File: src/rtl/axi_rd_arbiter_pkg.sv
// Shared definitions for the cache read-channel arbiter and the AXI interface it feeds.
// Holds the request-type and owner encodings, the arbiter FSM states and the AXI burst types.
package axi_rd_arbiter_pkg;

    localparam int unsigned RD_ADDR_W = 64;
    localparam int unsigned RD_DATA_W = 64;
    localparam int unsigned RD_TYPE_W = 3;

    // Request size encodings on *_rd_type.
    localparam logic [RD_TYPE_W-1:0] RD_TYPE_B1   = 3'd0;
    localparam logic [RD_TYPE_W-1:0] RD_TYPE_B2   = 3'd1;
    localparam logic [RD_TYPE_W-1:0] RD_TYPE_B4   = 3'd2;
    localparam logic [RD_TYPE_W-1:0] RD_TYPE_B8   = 3'd3;
    localparam logic [RD_TYPE_W-1:0] RD_TYPE_LINE = 3'd4;

    localparam logic [1:0] OWNER_NONE   = 2'b00;
    localparam logic [1:0] OWNER_ICACHE = 2'b01;
    localparam logic [1:0] OWNER_DCACHE = 2'b10;

    // The AXI interface maps line fills to INCR and single accesses to FIXED.
    localparam logic [1:0] AXI_BURST_FIXED = 2'b00;
    localparam logic [1:0] AXI_BURST_INCR  = 2'b01;
    localparam logic [1:0] AXI_BURST_WRAP  = 2'b10;

    typedef enum logic [1:0] {
        ST_IDLE   = 2'd0,
        ST_BUSY_I = 2'd1,
        ST_BUSY_D = 2'd2
    } arb_state_e;

    typedef struct packed {
        logic [RD_ADDR_W-1:0] addr;
        logic [RD_TYPE_W-1:0] rtype;
    } rd_cmd_t;

    function automatic logic [1:0] owner_of(input arb_state_e state);
        case (state)
            ST_BUSY_I: owner_of = OWNER_ICACHE;
            ST_BUSY_D: owner_of = OWNER_DCACHE;
            default:   owner_of = OWNER_NONE;
        endcase
    endfunction

endpackage

File: src/rtl/axi_rd_arbiter_rd_age_counter.sv
// Saturating icache wait counter; flags starvation once the count reaches STARVE_LIMIT.
// Clear wins over increment so a handshake always restarts the aging window.
module rd_age_counter
    import axi_rd_arbiter_pkg::*;
#(
    parameter int unsigned CNT_W        = 8,
    parameter int unsigned STARVE_LIMIT = 16
) (
    input  logic             clk,
    input  logic             rst,
    input  logic             clr,
    input  logic             inc,
    output logic [CNT_W-1:0] cnt,
    output logic             starved
);

    localparam logic [CNT_W-1:0] CNT_MAX = '1;
    localparam logic [CNT_W-1:0] LIMIT   = CNT_W'(STARVE_LIMIT);

    logic [CNT_W-1:0] cnt_q;
    logic [CNT_W-1:0] cnt_d;

    always_comb begin
        // NOTE: every always_comb target gets a default first so no path can infer a latch.
        cnt_d = cnt_q;
        if (clr) begin
            cnt_d = '0;
        end else if (inc && (cnt_q != CNT_MAX)) begin
            cnt_d = cnt_q + 1'b1;
        end
    end

    always_ff @(posedge clk) begin
        // NOTE: sequential state uses non-blocking assignments so all flops update together.
        if (rst) begin
            cnt_q <= '0;
        end else begin
            cnt_q <= cnt_d;
        end
    end

    assign cnt     = cnt_q;
    assign starved = (cnt_q >= LIMIT);

endmodule

File: src/rtl/axi_rd_arbiter.sv
// Arbitrates the single sram-like AXI read port between icache and dcache read requesters.
// A grant lasts from the request handshake through the rlast beat; dcache wins unless icache is starved.
module axi_rd_arbiter
    import axi_rd_arbiter_pkg::*;
#(
    parameter int unsigned STARVE_LIMIT = 16,
    parameter int unsigned CNT_W        = 8
) (
    input  logic                 clk,
    input  logic                 rst,

    input  logic                 icache_rd_req,
    input  logic [RD_ADDR_W-1:0] icache_rd_addr,
    input  logic [RD_TYPE_W-1:0] icache_rd_type,
    output logic                 icache_rd_ready,
    output logic [RD_DATA_W-1:0] icache_rdata,
    output logic                 icache_rlast,
    output logic                 icache_rvalid,

    input  logic                 dcache_rd_req,
    input  logic [RD_ADDR_W-1:0] dcache_rd_addr,
    input  logic [RD_TYPE_W-1:0] dcache_rd_type,
    output logic                 dcache_rd_ready,
    output logic [RD_DATA_W-1:0] dcache_rdata,
    output logic                 dcache_rlast,
    output logic                 dcache_rvalid,

    output logic                 rd_req,
    output logic [RD_ADDR_W-1:0] rd_addr,
    output logic [RD_TYPE_W-1:0] rd_type,
    input  logic                 rd_ready,
    input  logic [RD_DATA_W-1:0] rdata,
    input  logic                 rlast,
    input  logic                 rvalid,

    output logic [1:0]           owner,
    output logic                 arb_err
);

    arb_state_e       state_q;
    arb_state_e       state_d;
    logic             arb_err_q;
    logic             arb_err_d;
    logic [CNT_W-1:0] wait_cnt;
    logic             starved;
    logic             age_inc;
    logic             icache_wins;
    logic             dcache_wins;
    logic             orphan_beat;
    rd_cmd_t          icache_cmd;
    rd_cmd_t          dcache_cmd;

    assign icache_cmd = '{addr: icache_rd_addr, rtype: icache_rd_type};
    assign dcache_cmd = '{addr: dcache_rd_addr, rtype: dcache_rd_type};

    // Dcache has priority unless icache has aged past the starvation limit.
    assign icache_wins = icache_rd_req && (!dcache_rd_req || starved);
    assign dcache_wins = dcache_rd_req && !icache_wins;

    rd_age_counter #(
        .CNT_W        (CNT_W),
        .STARVE_LIMIT (STARVE_LIMIT)
    ) u_age (
        .clk     (clk),
        .rst     (rst),
        .clr     (icache_rd_ready),
        .inc     (age_inc),
        .cnt     (wait_cnt),
        .starved (starved)
    );

    always_comb begin
        state_d         = state_q;
        orphan_beat     = 1'b0;
        rd_req          = 1'b0;
        rd_addr         = '0;
        rd_type         = '0;
        icache_rd_ready = 1'b0;
        dcache_rd_ready = 1'b0;
        icache_rvalid   = 1'b0;
        icache_rlast    = 1'b0;
        icache_rdata    = '0;
        dcache_rvalid   = 1'b0;
        dcache_rlast    = 1'b0;
        dcache_rdata    = '0;

        case (state_q)
            ST_IDLE: begin
                if (icache_wins) begin
                    rd_req          = 1'b1;
                    rd_addr         = icache_cmd.addr;
                    rd_type         = icache_cmd.rtype;
                    icache_rd_ready = rd_ready;
                    if (rd_ready) begin
                        state_d = ST_BUSY_I;
                    end
                end else if (dcache_wins) begin
                    rd_req          = 1'b1;
                    rd_addr         = dcache_cmd.addr;
                    rd_type         = dcache_cmd.rtype;
                    dcache_rd_ready = rd_ready;
                    if (rd_ready) begin
                        state_d = ST_BUSY_D;
                    end
                end
                // No transaction is outstanding, so any beat here has nowhere to go.
                orphan_beat = rvalid;
            end
            ST_BUSY_I: begin
                icache_rvalid = rvalid;
                icache_rlast  = rlast;
                icache_rdata  = rdata;
                if (rvalid && rlast) begin
                    state_d = ST_IDLE;
                end
            end
            ST_BUSY_D: begin
                dcache_rvalid = rvalid;
                dcache_rlast  = rlast;
                dcache_rdata  = rdata;
                if (rvalid && rlast) begin
                    state_d = ST_IDLE;
                end
            end
            default: begin
                state_d = ST_IDLE;
            end
        endcase

        // Hold every output at its reset value while rst is asserted.
        if (rst) begin
            state_d         = ST_IDLE;
            orphan_beat     = 1'b0;
            rd_req          = 1'b0;
            rd_addr         = '0;
            rd_type         = '0;
            icache_rd_ready = 1'b0;
            dcache_rd_ready = 1'b0;
            icache_rvalid   = 1'b0;
            icache_rlast    = 1'b0;
            icache_rdata    = '0;
            dcache_rvalid   = 1'b0;
            dcache_rlast    = 1'b0;
            dcache_rdata    = '0;
        end

        // Icache ages only while it waits on the shared port, never during its own burst.
        age_inc   = icache_rd_req && !icache_rd_ready &&
                    ((state_q == ST_IDLE) || (state_q == ST_BUSY_D));
        arb_err_d = arb_err_q || orphan_beat;
    end

    always_ff @(posedge clk) begin
        if (rst) begin
            state_q   <= ST_IDLE;
            arb_err_q <= 1'b0;
        end else begin
            state_q   <= state_d;
            arb_err_q <= arb_err_d;
        end
    end

    assign owner   = owner_of(state_q);
    assign arb_err = arb_err_q;

endmodule

File: config.mk
export PLATFORM = sky130hd
export DESIGN_NAME = axi_rd_arbiter
export DESIGN_NICKNAME = d
export VERILOG_FILES = /design/src/rtl/axi_rd_arbiter_pkg.sv /design/src/rtl/axi_rd_arbiter_rd_age_counter.sv /design/src/rtl/axi_rd_arbiter.sv
export SDC_FILE = /design/constraint.sdc
export NUM_CORES = 1
export LEC_CHECK = 0
export BUFFER_PORTS_ARGS = -buffer_cell sky130_fd_sc_hd__buf_2
export CAP_MARGIN = 25
export CORE_AREA = 10 10 153 155
export CTS_CLUSTER_DIAMETER = 200
export DETAILED_ROUTE_END_ITERATION = 10
export DIE_AREA = 0 0 163 165
export PLACE_DENSITY = 0.5
export SLEW_MARGIN = 20
export SYNTH_ARGS = -nofsm -noshare
export SYNTH_HDL_FRONTEND = slang
export SYNTH_HIERARCHICAL = 1
export SYNTH_SLANG_ARGS = --single-unit
File: constraint.sdc
create_clock -name clk -period 4 [get_ports clk]
set_input_delay 0.4 -clock clk [delete_from_list [all_inputs] [get_ports clk]]
set_output_delay 0.4 -clock clk [all_outputs]
set_load 0.01 [all_outputs]
# After elaboration in Yosys (flattened, before gate mapping)

Cells that the tools add are included.
Widths: inputs -> output; s select.

Register bits after elaboration: 11
Input port bits: 205
Output and inout port bits: 205

Add/sub/neg operators: 1
Magnitude comparators: 1
Equality and inequality tests: 7
Multiplexer cells: 40
Reductions and logical operators: 16

Operators by type and width:

| operator            | number |
|---|---|
| $mux 64             | 8 |
| $mux 1              | 21 |
| $mux 3              | 4 |
| $mux 2              | 5 |
| $ne 3x3->1 const B  | 3 |
| $add 8x1->8 const B | 1 |
| $ge 8x5->1 const B  | 1 |
| $ne 8x8->1 const B  | 1 |
| $pmux 2 s2          | 2 |
| $logic_and 1x1->1   | 6 |
| $reduce_and 4->1    | 1 |
| $reduce_or 2->1     | 2 |
| $logic_not 1->1     | 3 |
| $logic_or 1x1->1    | 3 |
| $eq 2x1->1 const B  | 1 |
| $eq 2x2->1 const B  | 1 |
| $logic_not 2->1     | 1 |
| $ne 2x1->1 const B  | 1 |

# Depth between registers and ports, before layout

Depth after elaboration: 10
Gate-level depth with buffers: 9

# Hierarchy

The synthesis kept the hierarchy.

Modules (own cells, without submodules):

| module         | instances | cells an instance | area an instance (um^2) |
|---|---|---|---|
| axi_rd_arbiter | 1         | 496               | 3,306.9 |
| rd_age_counter | 1         | 50                | 431.7 |

# Least setup slack after synthesis

OpenSTA, ideal clock, no wires.

Path type: flip-flop to flip-flop
Start point: register u_age.cnt_q[7] (netlist: u_age/cnt[7])
End point: register u_age.cnt_q[7] (netlist: u_age/cnt[7])
Library setup time: 0.079 ns
Arrival: 2.228 ns
Slack: 1.693 ns
Cell stages (with the launch flop): 10
Buffers on the path: 2
Clock period less this slack: 2.307 ns
Path through: dfxtp_1 > or4_1 > nand2b_4 > buf_8 > buf_12 > nand3_1 > o221a_1 > and4_1 > a41oi_1 > a211oi_2

Cells in the longest elaborated chain, start to end: 10
Elaborated cells between the ends (all ways): 13

RTL lines:

| what                           | line                                | RTL |
|---|---|---|
| from (decl)                    | axi_rd_arbiter_rd_age_counter.sv:20 | `logic [CNT_W-1:0] cnt_q;` |
| from (signal assigned)         | axi_rd_arbiter_rd_age_counter.sv:38 | `cnt_q <= cnt_d;` |
| $ge 8x5->1                     | axi_rd_arbiter_rd_age_counter.sv:43 | `assign starved = (cnt_q >= LIMIT);` |
| net starved                    | axi_rd_arbiter.sv:45                | `logic starved;` |
| $logic_or 1x1->1               | axi_rd_arbiter.sv:57                | `assign icache_wins = icache_rd_req && (!dcache_rd_req \|\| starved);` |
| $logic_and 1x1->1              | axi_rd_arbiter.sv:57                |  |
| $mux 1                         | axi_rd_arbiter.sv:89                | `if (icache_wins) begin` |
| $mux 1                         | axi_rd_arbiter.sv:87                | `case (state_q)` |
| $mux 1                         | axi_rd_arbiter.sv:131               | `if (rst) begin` |
| $logic_not 1->1                | axi_rd_arbiter.sv:148               | `age_inc = icache_rd_req && !icache_rd_ready &&` |
| $logic_and 1x1->1 (2 in a row) | axi_rd_arbiter.sv:148               |  |
| net age_inc                    | axi_rd_arbiter.sv:46                | `logic age_inc;` |
| $logic_and 1x1->1              | axi_rd_arbiter_rd_age_counter.sv:28 | `end else if (inc && (cnt_q != CNT_MAX)) begin` |

The timed path passes the listed nets, and every way through them passes these cells.
A chain may end at the register's enable or synchronous reset.

# Worst setup path after layout

Start point: register u_age.cnt_q[7] (netlist: u_age/cnt[7])
End point: output port rd_addr[60]

Cells in the longest elaborated chain, start to end: 9

RTL lines:

| what                | line                                | RTL |
|---|---|---|
| $ge 8x5->1 *        | axi_rd_arbiter_rd_age_counter.sv:43 |  |
| net starved         | axi_rd_arbiter.sv:45                |  |
| $logic_or 1x1->1 *  | axi_rd_arbiter.sv:57                |  |
| $logic_and 1x1->1 * | axi_rd_arbiter.sv:57                |  |
| $logic_not 1->1     | axi_rd_arbiter.sv:58                | `assign dcache_wins = dcache_rd_req && !icache_wins;` |
| $logic_and 1x1->1   | axi_rd_arbiter.sv:58                |  |
| $mux 64             | axi_rd_arbiter.sv:97                | `end else if (dcache_wins) begin` |
| $mux 64 *           | axi_rd_arbiter.sv:89                |  |
| $mux 64 *           | axi_rd_arbiter.sv:87                |  |
| $mux 64 *           | axi_rd_arbiter.sv:131               |  |
| to (decl)           | axi_rd_arbiter.sv:29                | `output logic [RD_ADDR_W-1:0] rd_addr,` |

The timed path passes the listed nets; every way through them passes the cells marked *.

==> results.sh <==
export IMPL_report_final_slew_viol_count=0
export IMPL_status="completed"
export IMPL_fin_crit_ns=2.97
export IMPL_hold_viol_final=0
export IMPL_fill_cells=2242
export IMPL_finalWorstSetupSlack_ns=1.03
export IMPL_slowest_stage="or4_1"
export IMPL_dpl_hpwl_um=18300
export IMPL_worstHoldStart="rst"
export IMPL_pwr_share_comb_pct=68.8
export IMPL_reg2reg_slack_ns=1.30
export IMPL_synth_distinct_cells=44
export IMPL_grt_max_degree=72
export IMPL_yosysTopAreaCellShare_pct=22.3
export IMPL_grt_pass1_vias=4784
export IMPL_fin_cells=1183
export IMPL_synth_seq_cells=11
export IMPL_worstSetupStartpointType="register"
export IMPL_synthesis_nets=758
export IMPL_cts_path_max_buffers=2
export IMPL_ctsResizeCount=0
export IMPL_syn_area_per_cell_um2=6.85
export IMPL_clkLatencyLatePin_ns=0.24
export IMPL_hold_end="arb_err"
export IMPL_antenna_found_initial=13
export IMPL_track_usage_pct=14.0
export IMPL_wl_per_cell_um=18.3
export IMPL_clkSinkCount=11
export IMPL_synthMuxAreaShare_pct=0.535
export IMPL_p_int_w=0.000542
export IMPL_synthTopCellsByArea="and2_1 (22%), a21o_1 (13%), nand3_2 (10%)"
export IMPL_switchingPower_w=0.000466
export IMPL_ir_worst_vdd_mv=0.111
export IMPL_period_share_pct=74.3
export IMPL_timing_critical_path_cells="or4_1 > nand2b_4 > buf_4 > a21o_1 > a21oi_2 > buf_2"
export IMPL_post_route_cells_drive_above_1_share_pct=56.3
export IMPL_power_density_nw_per_um2=169
export IMPL_hold_path_class="input pin to register"
export IMPL_syn_to_final_growth_pct=59.5
export IMPL_finalSetupTns_ns=0
export IMPL_cts_hold_buf=0
export IMPL_totalWireLength_um=21600
export IMPL_p_sw_share_pct=46.2
export IMPL_crit_type="register to output port"
export IMPL_cts_made_buffers=3
export IMPL_multiInputGateArea_um2=3100
export IMPL_startpoint="u_age/cnt[7]"
export IMPL_rsz0062_at_grt="no"
export IMPL_fin_nets=1121
export IMPL_r2r_end="u_age/cnt[7]"
export IMPL_worst_pin_slew_ns=0.765
export IMPL_clk_pin_slew_ns=0.04
export IMPL_dp_cells=1173
export IMPL_grt_pass1_wl_um=29800
export IMPL_cp_max_fo=44
export IMPL_max_stage_delay_ns=0.57
export IMPL_die_x_um=163
export IMPL_yosysSeqAreaShare_pct=5.89
export IMPL_pwr_share_seq_pct=12.6
export IMPL_required_ns=3.60
export IMPL_synth_xor_area_share_pct=0
export IMPL_dr_total_vias=5097
export IMPL_synth_top_family_by_area="simple AND/OR/NAND/NOR gates"
export IMPL_power_leakage_nw=3.34
export IMPL_core_area_um2=20200
export IMPL_reg2reg_from="u_age/cnt[7]"
export IMPL_end_kind="output port"
export IMPL_place_port_buffers=409
export IMPL_setup_viol=0
export IMPL_clockRootBuffer="clkbuf_16"
export IMPL_vias_per_cell=4.31
export IMPL_cap_violations=0
export IMPL_ant_nets=0
export IMPL_die_area_um2=26900
export IMPL_drc=0
export IMPL_place_ws_ns=1.26
export IMPL_yosysTopAreaCell="and2_1"
export IMPL_ys_warn_count=6
export IMPL_post_cts_buffers=0
export IMPL_drt_iter0_drc=361
export IMPL_gp_congestion=0.867
export IMPL_synth_cell_area_um2=3740
export IMPL_cts_tree="yes"
export IMPL_ff_latch_area_um2=220
export IMPL_fp_dieH_um=165
export IMPL_start_util_pct=18.5
export IMPL_synth_compound_area_share_pct=30.4
export IMPL_fmax_mhz=336
export IMPL_grt_overflow_total=0
export IMPL_finClkSkew_ns=0.00126
export IMPL_whs_path_depth=2
export IMPL_drt_pass1_iter_count=4
export IMPL_yosys_area_share_simple_pct=49.0
export IMPL_synthAdderAreaFrac_pct=2.34
export IMPL_crit_arrival_ns=2.57
export IMPL_rows=52
export IMPL_cts_htree_levels=1
export IMPL_io_pins=410
export IMPL_timing_max_slew_rel_slack_pct=49.0
export IMPL_synth_cells=546
export IMPL_ff2ff_path_depth=7
export IMPL_pwr_share_clk_pct=18.6
sequential cells by signal, indices dropped and copies added (netlist names):
| register | count |
|---|---|
| arb_err | 1 |
| state_q | 2 |
| u_age/cnt | 8 |
cells by family after synthesis:
logic type / after synthesis
simple gates: 304
compound gates: 153
buf+inv: 69
flops: 11
fa+ha+maj: 7
mux: 2
how the worst max path moves through the flow:
stage	endpoint	depth (start not counted)
after floorplan	u_age/cnt[7]	9
after global placement	rd_addr[60]	6
after detailed placement	rd_addr[60]	6
after CTS	rd_addr[60]	6
after global routing	rd_addr[1]	6
final	rd_addr[60]	6
area by class of cell:
cell class	instances	area share, %
Multi-Input combinational cell	466	52.0
Timing Repair Buffer	419	36.6
Tap cell	270	5.67
Sequential cell	11	3.69
Clock buffer	3	1.26
Inverter	8	0.504
Antenna cell	5	0.210
Clock inverter	1	0.0839
cell usage after synthesis (all sizes together):
cell / instances
o211a: 1
nor2: 5
a41oi: 1
and3: 1
nor4b: 1
o21ai: 3
a21o: 67
mux2i: 2
and4: 3
a31oi: 3
inv: 8
nor4: 1
a311o: 1
nand3: 70
a311oi: 1
nand2: 76
ha: 7
nor3b: 1
and4bb: 1
o221a: 1
dfxtp: 11
or2: 1
nor2b: 2
a21oi: 71
nand4: 2
and2: 133
a21boi: 2
buf: 48
or4: 1
a211oi: 2
nor3: 4
nand2b: 2
clkbuf: 13
critical path, delay by kind of cell (launching register included):
family / cells / cell delay (ns)
compound gates: 2 / 0.37
flops: 1 / 0.35
buf+inv: 2 / 0.59
simple gates: 2 / 1.00
per-layer routing:
| layer | wire length (um) | GRT usage, % | vias to the layer above |
|---|---|---|---|
| met2 | 11400 | 27.0 | 258 |
| met4 | 535 | 3.89 | 0 |
| met5 | 0 | 0 | - |
| met1 | 7710 | 14.5 | 2231 |
| met3 | 1990 | 3.73 | 35 |
| li1 | - | - | 2573 |
per-stage QoR:
| stage | hold slack [ns] | area, um^2 | util, % | total power, W |
|---|---|---|---|---|
| 2_1_floorplan | 0.460 | 3740 | - | 0.000533 |
| 3_3_place_gp | 0.457 | 5820 | 28.9 | 0.000823 |
| 3_5_place_dp | 0.475 | 5850 | 29.0 | 0.000830 |
| 4_1_cts | 0.487 | 5930 | 29.4 | 0.00102 |
| 5_1_grt | 0.515 | 5950 | 29.5 | 0.00109 |
| 6_report | 0.477 | 5960 | 29.6 | 0.00101 |
power by group through the flow:
| stage | combinational (W) | clock, W | sequential [W] |
|---|---|---|---|
| floorplan | 0.000406 | 0 | 0.000127 |
| global placement | 0.000695 | 0 | 0.000128 |
| detailed placement | 0.000701 | 0 | 0.000129 |
| CTS | 0.000704 | 0.000191 | 0.000127 |
| global route | 0.000761 | 0.000196 | 0.000128 |
| finish | 0.000694 | 0.000187 | 0.000127 |
layout by cell type, fill, tap and decap left out, drive strengths merged, types with 2 or more instances in the layout:
cell	synthesis	routed
nand4	2	2
a211oi	2	2
and4	3	3
inv	8	8
clkbuf	13	3
a21oi	71	71
nand2	76	76
and2	133	133
nand2b	2	2
ha	7	7
buf	48	419
a21boi	2	2
nor2b	2	2
nand3	70	70
mux2i	2	2
a31oi	3	3
dfxtp	11	11
a21o	67	67
o21ai	3	3
nor2	5	5
nor3	4	4
diode	0	5
Note: power is estimated with default switching activity, not from simulation.
